--- src/rtl/hazard_pkg.sv ---
// Shared types for the hazard unit: one shadow entry per in-flight stage,
// plus the "writes register r" predicate used by every comparator.
package hazard_pkg;

  localparam int MAX_ADDR_W  = 8;
  localparam int FWD_REGFILE = 0;

  typedef logic [MAX_ADDR_W-1:0] reg_idx_t;

  typedef struct packed {
    logic     valid;
    reg_idx_t rd;
    logic     regwrite;
    logic     isload;
  } stage_entry_t;

  // x0 is hardwired, so a stage targeting it never produces a value anyone waits on.
  function automatic logic entry_writes(input stage_entry_t e, input reg_idx_t r);
    return e.valid && e.regwrite && (e.rd == r) && (r != '0);
  endfunction

endpackage

--- src/rtl/pipe_dest_track.sv ---
// Shift register of destination entries for the stages after EX (M1..Mn, WB).
// Index 0 is M1, index DEPTH-1 is WB.
import hazard_pkg::*;

module pipe_dest_track #(
  parameter int DEPTH = 2
) (
  input  logic                     clk,
  input  logic                     rst,
  input  stage_entry_t             in_entry,
  input  logic                     bubble,
  output stage_entry_t [DEPTH-1:0] stages
);

  stage_entry_t [DEPTH-1:0] stages_d;
  stage_entry_t [DEPTH-1:0] stages_q;
  stage_entry_t             head;

  always_comb begin
    head       = in_entry;
    head.valid = in_entry.valid && !bubble;
    stages_d   = {stages_q[DEPTH-2:0], head};
  end

  // Only the valid bits need clearing; stale payload behind a cleared valid is inert.
  always_ff @(posedge clk) begin
    stages_q <= stages_d;
    if (rst) begin
      for (int i = 0; i < DEPTH; i++) begin
        stages_q[i].valid <= 1'b0;
      end
    end
  end

  assign stages = stages_q;

endmodule

--- src/rtl/pipeline_hazard_unit.sv ---
// Stall, flush and forwarding control for the IF/ID/EX/M1..Mn/WB pipeline,
// driven by a private shadow of each in-flight instruction's destination.
import hazard_pkg::*;

module pipeline_hazard_unit #(
  parameter int ADDRESS_WIDTH = 5,
  parameter int MEM_STAGES    = 1,
  parameter int FWD_WIDTH     = $clog2(MEM_STAGES + 2)
) (
  input  logic                     clk,
  input  logic                     rst,
  input  logic                     id_valid,
  input  logic [ADDRESS_WIDTH-1:0] id_rs1,
  input  logic [ADDRESS_WIDTH-1:0] id_rs2,
  input  logic                     id_use_rs1,
  input  logic                     id_use_rs2,
  input  logic [ADDRESS_WIDTH-1:0] id_rd,
  input  logic                     id_regwrite,
  input  logic                     id_isload,
  input  logic                     ex_redirect,
  output logic                     stall_if,
  output logic                     stall_id,
  output logic                     flush_id,
  output logic                     bubble_ex,
  output logic [FWD_WIDTH-1:0]     fwd_a,
  output logic [FWD_WIDTH-1:0]     fwd_b,
  output logic                     id_wb_byp_rs1,
  output logic                     id_wb_byp_rs2
);

  localparam int DEPTH = MEM_STAGES + 1;

  if (MEM_STAGES < 1 || MEM_STAGES > 3) begin : g_bad_mem_stages
    $error("pipeline_hazard_unit: MEM_STAGES must be 1..3");
  end
  if (FWD_WIDTH != $clog2(MEM_STAGES + 2)) begin : g_bad_fwd_width
    $error("pipeline_hazard_unit: FWD_WIDTH is derived and must not be overridden");
  end
  if (ADDRESS_WIDTH < 1 || ADDRESS_WIDTH > MAX_ADDR_W) begin : g_bad_addr_width
    $error("pipeline_hazard_unit: ADDRESS_WIDTH out of range");
  end

  function automatic reg_idx_t widen(input logic [ADDRESS_WIDTH-1:0] a);
    return reg_idx_t'(a);
  endfunction

  stage_entry_t             ex_d, ex_q;
  reg_idx_t                 ex_rs1_d, ex_rs1_q, ex_rs2_d, ex_rs2_q;
  logic                     ex_use_rs1_d, ex_use_rs1_q, ex_use_rs2_d, ex_use_rs2_q;
  stage_entry_t [DEPTH-1:0] mem_wb;

  reg_idx_t             id_rs1_w, id_rs2_w;
  logic                 ld_rs1, ld_rs2, load_hz;
  logic [FWD_WIDTH-1:0] fwd_a_c, fwd_b_c;

  assign id_rs1_w = widen(id_rs1);
  assign id_rs2_w = widen(id_rs2);

  // ---- ID -> EX boundary ----
  always_comb begin
    ex_d.valid    = id_valid && !bubble_ex;
    ex_d.rd       = widen(id_rd);
    ex_d.regwrite = id_regwrite;
    ex_d.isload   = id_isload;
    ex_rs1_d      = id_rs1_w;
    ex_rs2_d      = id_rs2_w;
    ex_use_rs1_d  = id_use_rs1;
    ex_use_rs2_d  = id_use_rs2;
  end

  always_ff @(posedge clk) begin
    ex_q         <= ex_d;
    ex_rs1_q     <= ex_rs1_d;
    ex_rs2_q     <= ex_rs2_d;
    ex_use_rs1_q <= ex_use_rs1_d;
    ex_use_rs2_q <= ex_use_rs2_d;
    if (rst) begin
      ex_q.valid <= 1'b0;
    end
  end

  // ---- EX -> M1..Mn -> WB boundaries ----
  pipe_dest_track #(
    .DEPTH(DEPTH)
  ) u_track (
    .clk     (clk),
    .rst     (rst),
    .in_entry(ex_q),
    .bubble  (1'b0),
    .stages  (mem_wb)
  );

  // A load's data only appears in WB, so a load in EX or any Mk except the last blocks ID.
  always_comb begin
    ld_rs1 = entry_writes(ex_q, id_rs1_w) && ex_q.isload;
    ld_rs2 = entry_writes(ex_q, id_rs2_w) && ex_q.isload;
    for (int k = 0; k < MEM_STAGES - 1; k++) begin
      ld_rs1 = ld_rs1 || (entry_writes(mem_wb[k], id_rs1_w) && mem_wb[k].isload);
      ld_rs2 = ld_rs2 || (entry_writes(mem_wb[k], id_rs2_w) && mem_wb[k].isload);
    end
    load_hz = id_valid && ((id_use_rs1 && ld_rs1) || (id_use_rs2 && ld_rs2));
  end

  // Scan oldest to youngest so the youngest matching producer is the last assignment.
  always_comb begin
    fwd_a_c = FWD_WIDTH'(FWD_REGFILE);
    fwd_b_c = FWD_WIDTH'(FWD_REGFILE);
    for (int i = DEPTH - 1; i >= 0; i--) begin
      if (ex_q.valid && ex_use_rs1_q && entry_writes(mem_wb[i], ex_rs1_q) &&
          (i == DEPTH - 1 || !mem_wb[i].isload)) begin
        fwd_a_c = FWD_WIDTH'(i + 1);
      end
      if (ex_q.valid && ex_use_rs2_q && entry_writes(mem_wb[i], ex_rs2_q) &&
          (i == DEPTH - 1 || !mem_wb[i].isload)) begin
        fwd_b_c = FWD_WIDTH'(i + 1);
      end
    end
  end

  // A redirect squashes the instruction in ID, so any stall it would need is moot.
  assign stall_if      = load_hz && !ex_redirect;
  assign stall_id      = load_hz && !ex_redirect;
  assign flush_id      = ex_redirect;
  assign bubble_ex     = ex_redirect || load_hz;
  assign fwd_a         = fwd_a_c;
  assign fwd_b         = fwd_b_c;
  assign id_wb_byp_rs1 = id_use_rs1 && entry_writes(mem_wb[DEPTH-1], id_rs1_w);
  assign id_wb_byp_rs2 = id_use_rs2 && entry_writes(mem_wb[DEPTH-1], id_rs2_w);

endmodule
--- config.mk ---
export PLATFORM = sky130hd
export DESIGN_NAME = pipeline_hazard_unit
export DESIGN_NICKNAME = d
export VERILOG_FILES = /design/src/rtl/hazard_pkg.sv /design/src/rtl/pipe_dest_track.sv /design/src/rtl/pipeline_hazard_unit.sv
export SDC_FILE = /design/constraint.sdc
export NUM_CORES = 1
export LEC_CHECK = 0
export ABC_CLOCK_PERIOD_IN_PS = 1700
export CAP_MARGIN = 10
export CORE_MARGIN = 5
export CORE_UTILIZATION = 40
export CTS_BUF_LIST = sky130_fd_sc_hd__clkbuf_8
export DETAILED_ROUTE_END_ITERATION = 10
export HOLD_SLACK_MARGIN = 0.06
export PLACE_DENSITY = 0.7
export SETUP_SLACK_MARGIN = 0.3
export SLEW_MARGIN = 20
export SYNTH_ARGS = -nofsm -noshare
export SYNTH_HDL_FRONTEND = slang
export SYNTH_SLANG_ARGS = --single-unit
--- constraint.sdc ---
create_clock -name clk -period 1.7 [get_ports clk]
set_input_delay 0.34 -clock clk [delete_from_list [all_inputs] [get_ports clk]]
set_output_delay 0.34 -clock clk [all_outputs]
set_load 0.02 [all_outputs]
==> impl_metrics.yaml <==
synthesis:
  synthTopCellsByArea: "dfxtp_1 53%, xnor2_1 20%, xor2_1 6.6%"
  yosys.area.top_type: "dfxtp_1"
  syn-instance-count: 117
  synth_top_area_share_pct: 52.5
  synth_nets: 140
  ys_seq_area_share_pct: 52.5
  ys.flop_type: "dfxtp_1"
  synth_area_per_cell_um2: 11.4
  synth.top_cells.by_count: "35 x dfxtp_1, 30 x xnor2_1, 10 x xor2_1"
  synth_cell_types: 21
  async_reset_ff_share_pct: 0
  yosys_warnings: 0
  yosysMostFrequentCell: "dfxtp_1"
  synth_edf_count: 0
  synth_area_um2: 1330
  ys_seq_elements: 35
die:
  num_rows: 21
  start_util_pct: 40.6
  die_x_um: 67.7
  ios: 33
  die_y_um: 67.7
  core_area_um2: 3280
  dieArea_um2: 4590
detailed_routing:
  via_per_inst: 4.57
  routed_wirelength_um: 3570
  drtAntennaViolNets: 0
  vias: 1073
  drt-initial-drc-count: 32
  drc: 0
  drt-pass1-iter-count: 4
  routedWlPerCell_um: 15.2
power:
  power_density_nw_per_um2: 800
  p_leak_nw: 0.977
  sw_frac_of_total_pct: 23.6
  seq_power_share_pct: 49.0
  worst_ir_drop_vdd_v: 0.000498
  p_sw_uw: 437
  comb_power_share_pct: 16.2
  internal-power_mw: 1.42
  clockPowerShare_pct: 34.8
hold_path:
  hp-class: "in -> reg"
worst_setup_path:
  path_max_fanout: 3
  startpoint_type: "flop"
  crit_type: "reg -> out"
  worstReg2RegStart: "ex_q[4]$_DFF_P_"
  worstRegToRegCells: 5
  cp.arrival_ns: 1.77
  reg2reg_slack_ns: 0.36
  worstSetupEndpointType: "primary output"
  worstSetupStartpoint: "ex_rs2_q[2]$_DFF_P_"
  r2r_end: "ex_q[10]$_SDFF_PP0_"
  required_ns: 1.36
  crit_end: "fwd_b[1]"
place:
  port_buffers: 32
  routabilityCongestion: 0.831
  pre_cts_slack_ns: -0.991
  dpl.hpwl_um: 2760
  placed_cells: 223
clock_network:
  cts_made_buffers: 5
  cts.sinks: 35
  insertion_delay_ns: 0.29
  h-tree-depth: 2
  cts-root-buf: "clkbuf_8"
  cts_buffer_depth: 2
  clkTransAtPathRegs_ns: 0.07
  cts_tree: "yes"
sta:
  rsz0062_at_grt: "yes"
  finalSetupViolCount: 9
  final.setup.tns_ns: -2.61
  holdWs_ns: 0.170
  setup_ws_ns: -0.410
  slew_viol_final: 0
  slew_headroom_pct: 79.3
  worst_pin_slew_ns: 0.308
  period_needed_ns: 2.11
  fin_crit_sh_pct: 124
  hold_violations: 0
  fmax_mhz: 474
  clock_skew_ns: 0.00429
cells_and_area:
  drive_gt1_share_pct: 60.3
  nets: 211
  syn_to_final_growth_pct: 73.9
  n_antenna_cell: 0
  nFillCells: 235
  fin_cells: 235
global_route:
  grt_pass1_vias: 1182
  grt_start_max_net_pins: 11
  grt_pass1_wl_um: 5570
  grtUsageTotal_pct: 17.3
  overflow: 0
  antenna_found_initial: 0
status:
  failed_checks: "negative setup slack"
  status: "complete, but fails checks"
run:
  max_cap_violations: 0
metal layers:
layer / track usage (%) / part of all wire, % / routed length [um] / vias up
met5: 0 / 0 / 0 / -
met4: 10.1 / 4.1 / 145 / 0
met3: 4.99 / 3.2 / 113 / 12
met2: 29.5 / 53 / 1880 / 27
met1: 18.8 / 40 / 1440 / 492
li1: - / - / - / 542
timing repair:
item	4_1_cts	5_1_grt
resized for setup	120	35
buffers inserted	3	1
pin swaps	18	14
hold buffers	0	0
setup endpoints to repair	11	10
logic make-up after synthesis:
group                  share of synthesized area, %
AO/OA/AOI/OAI                                  2.81
XOR/XNOR                                       26.3
buffers and inverters                          2.25
flip-flops                                     52.5
AND/OR/NAND/NOR                                16.1
worst min path at each step:
stage / startpoint / to / slack [ns] / cells after the start
detailed placement: ex_q[1]$_DFF_P_ / u_track.stages[1]$_DFF_P_ / 0.33 / 0
finish: id_rs2[4] / ex_rs2_q[4]$_DFF_P_ / 0.17 / 1
global route: id_rs2[4] / ex_rs2_q[4]$_DFF_P_ / 0.16 / 1
floorplan: ex_q[0]$_DFF_P_ / u_track.stages[0]$_DFF_P_ / 0.32 / 0
global placement: ex_q[0]$_DFF_P_ / u_track.stages[0]$_DFF_P_ / 0.33 / 0
CTS: id_rs2[4] / ex_rs2_q[4]$_DFF_P_ / 0.16 / 1
layout by cell type, fill, tap and decap left out, types with 2 or more instances in the layout:
master / instances
clkdlybuf4s50_1: 8
nor2b_1: 2
o21ai_4: 2
xnor2_1: 19
o211ai_1: 2
nand3b_1: 2
dlygate4sd2_1: 6
xnor2_2: 10
nand4_1: 7
buf_8: 2
xor2_1: 9
nand2_1: 2
buf_6: 15
dfxtp_1: 13
clkbuf_8: 7
dfxtp_2: 21
or4_4: 5
clkdlybuf4s15_2: 2
nor4_2: 4
buf_2: 2
buf_4: 35
layout make-up:
class / count / area (um2) / area share [%]
timing repair buffer: 70 / 627 / 27.0
tap: 46 / 57.6 / 2.48
clock buffer: 7 / 96.3 / 4.15
sequential: 35 / 731 / 31.5
clock inverter: 1 / 3.75 / 0.162
multi-input combinational: 76 / 805 / 34.7
registers in the layout, indices dropped and copies added, names as in the netlist:
name and count:
u_track.stages 15, ex_q 8, ex_rs1_q 5, ex_rs2_q 5, ex_use_rs1_q 1, ex_use_rs2_q 1
power by group through the flow:
stage                     registers (mW)  logic, mW  clock network, mW
final                              0.909      0.301              0.646
after global routing               0.915      0.322              0.697
after CTS                          0.905      0.264              0.664
after detailed placement           0.920      0.254                  0
after global placement             0.916      0.247                  0
after floorplan                    0.908      0.114                  0
worst max-delay path: stages (launching register included):
cell	delay [ns]
dfxtp_2	0.34
or4_4	0.52
o211ai_1	0.17
buf_4	0.15
or4_4	0.13
nor2_4	0.03
buf_6	0.13
stage by stage:
step	utilization (%)	power [mW]	cell area, um2
after floorplan	-	1.02	1400
after global placement	60.8	1.16	2000
after detailed placement	60.8	1.17	2000
after CTS	66.2	1.83	2170
after global routing	70.6	1.93	2320
final	70.6	1.86	2320
(Power assumes the default switching activity.)
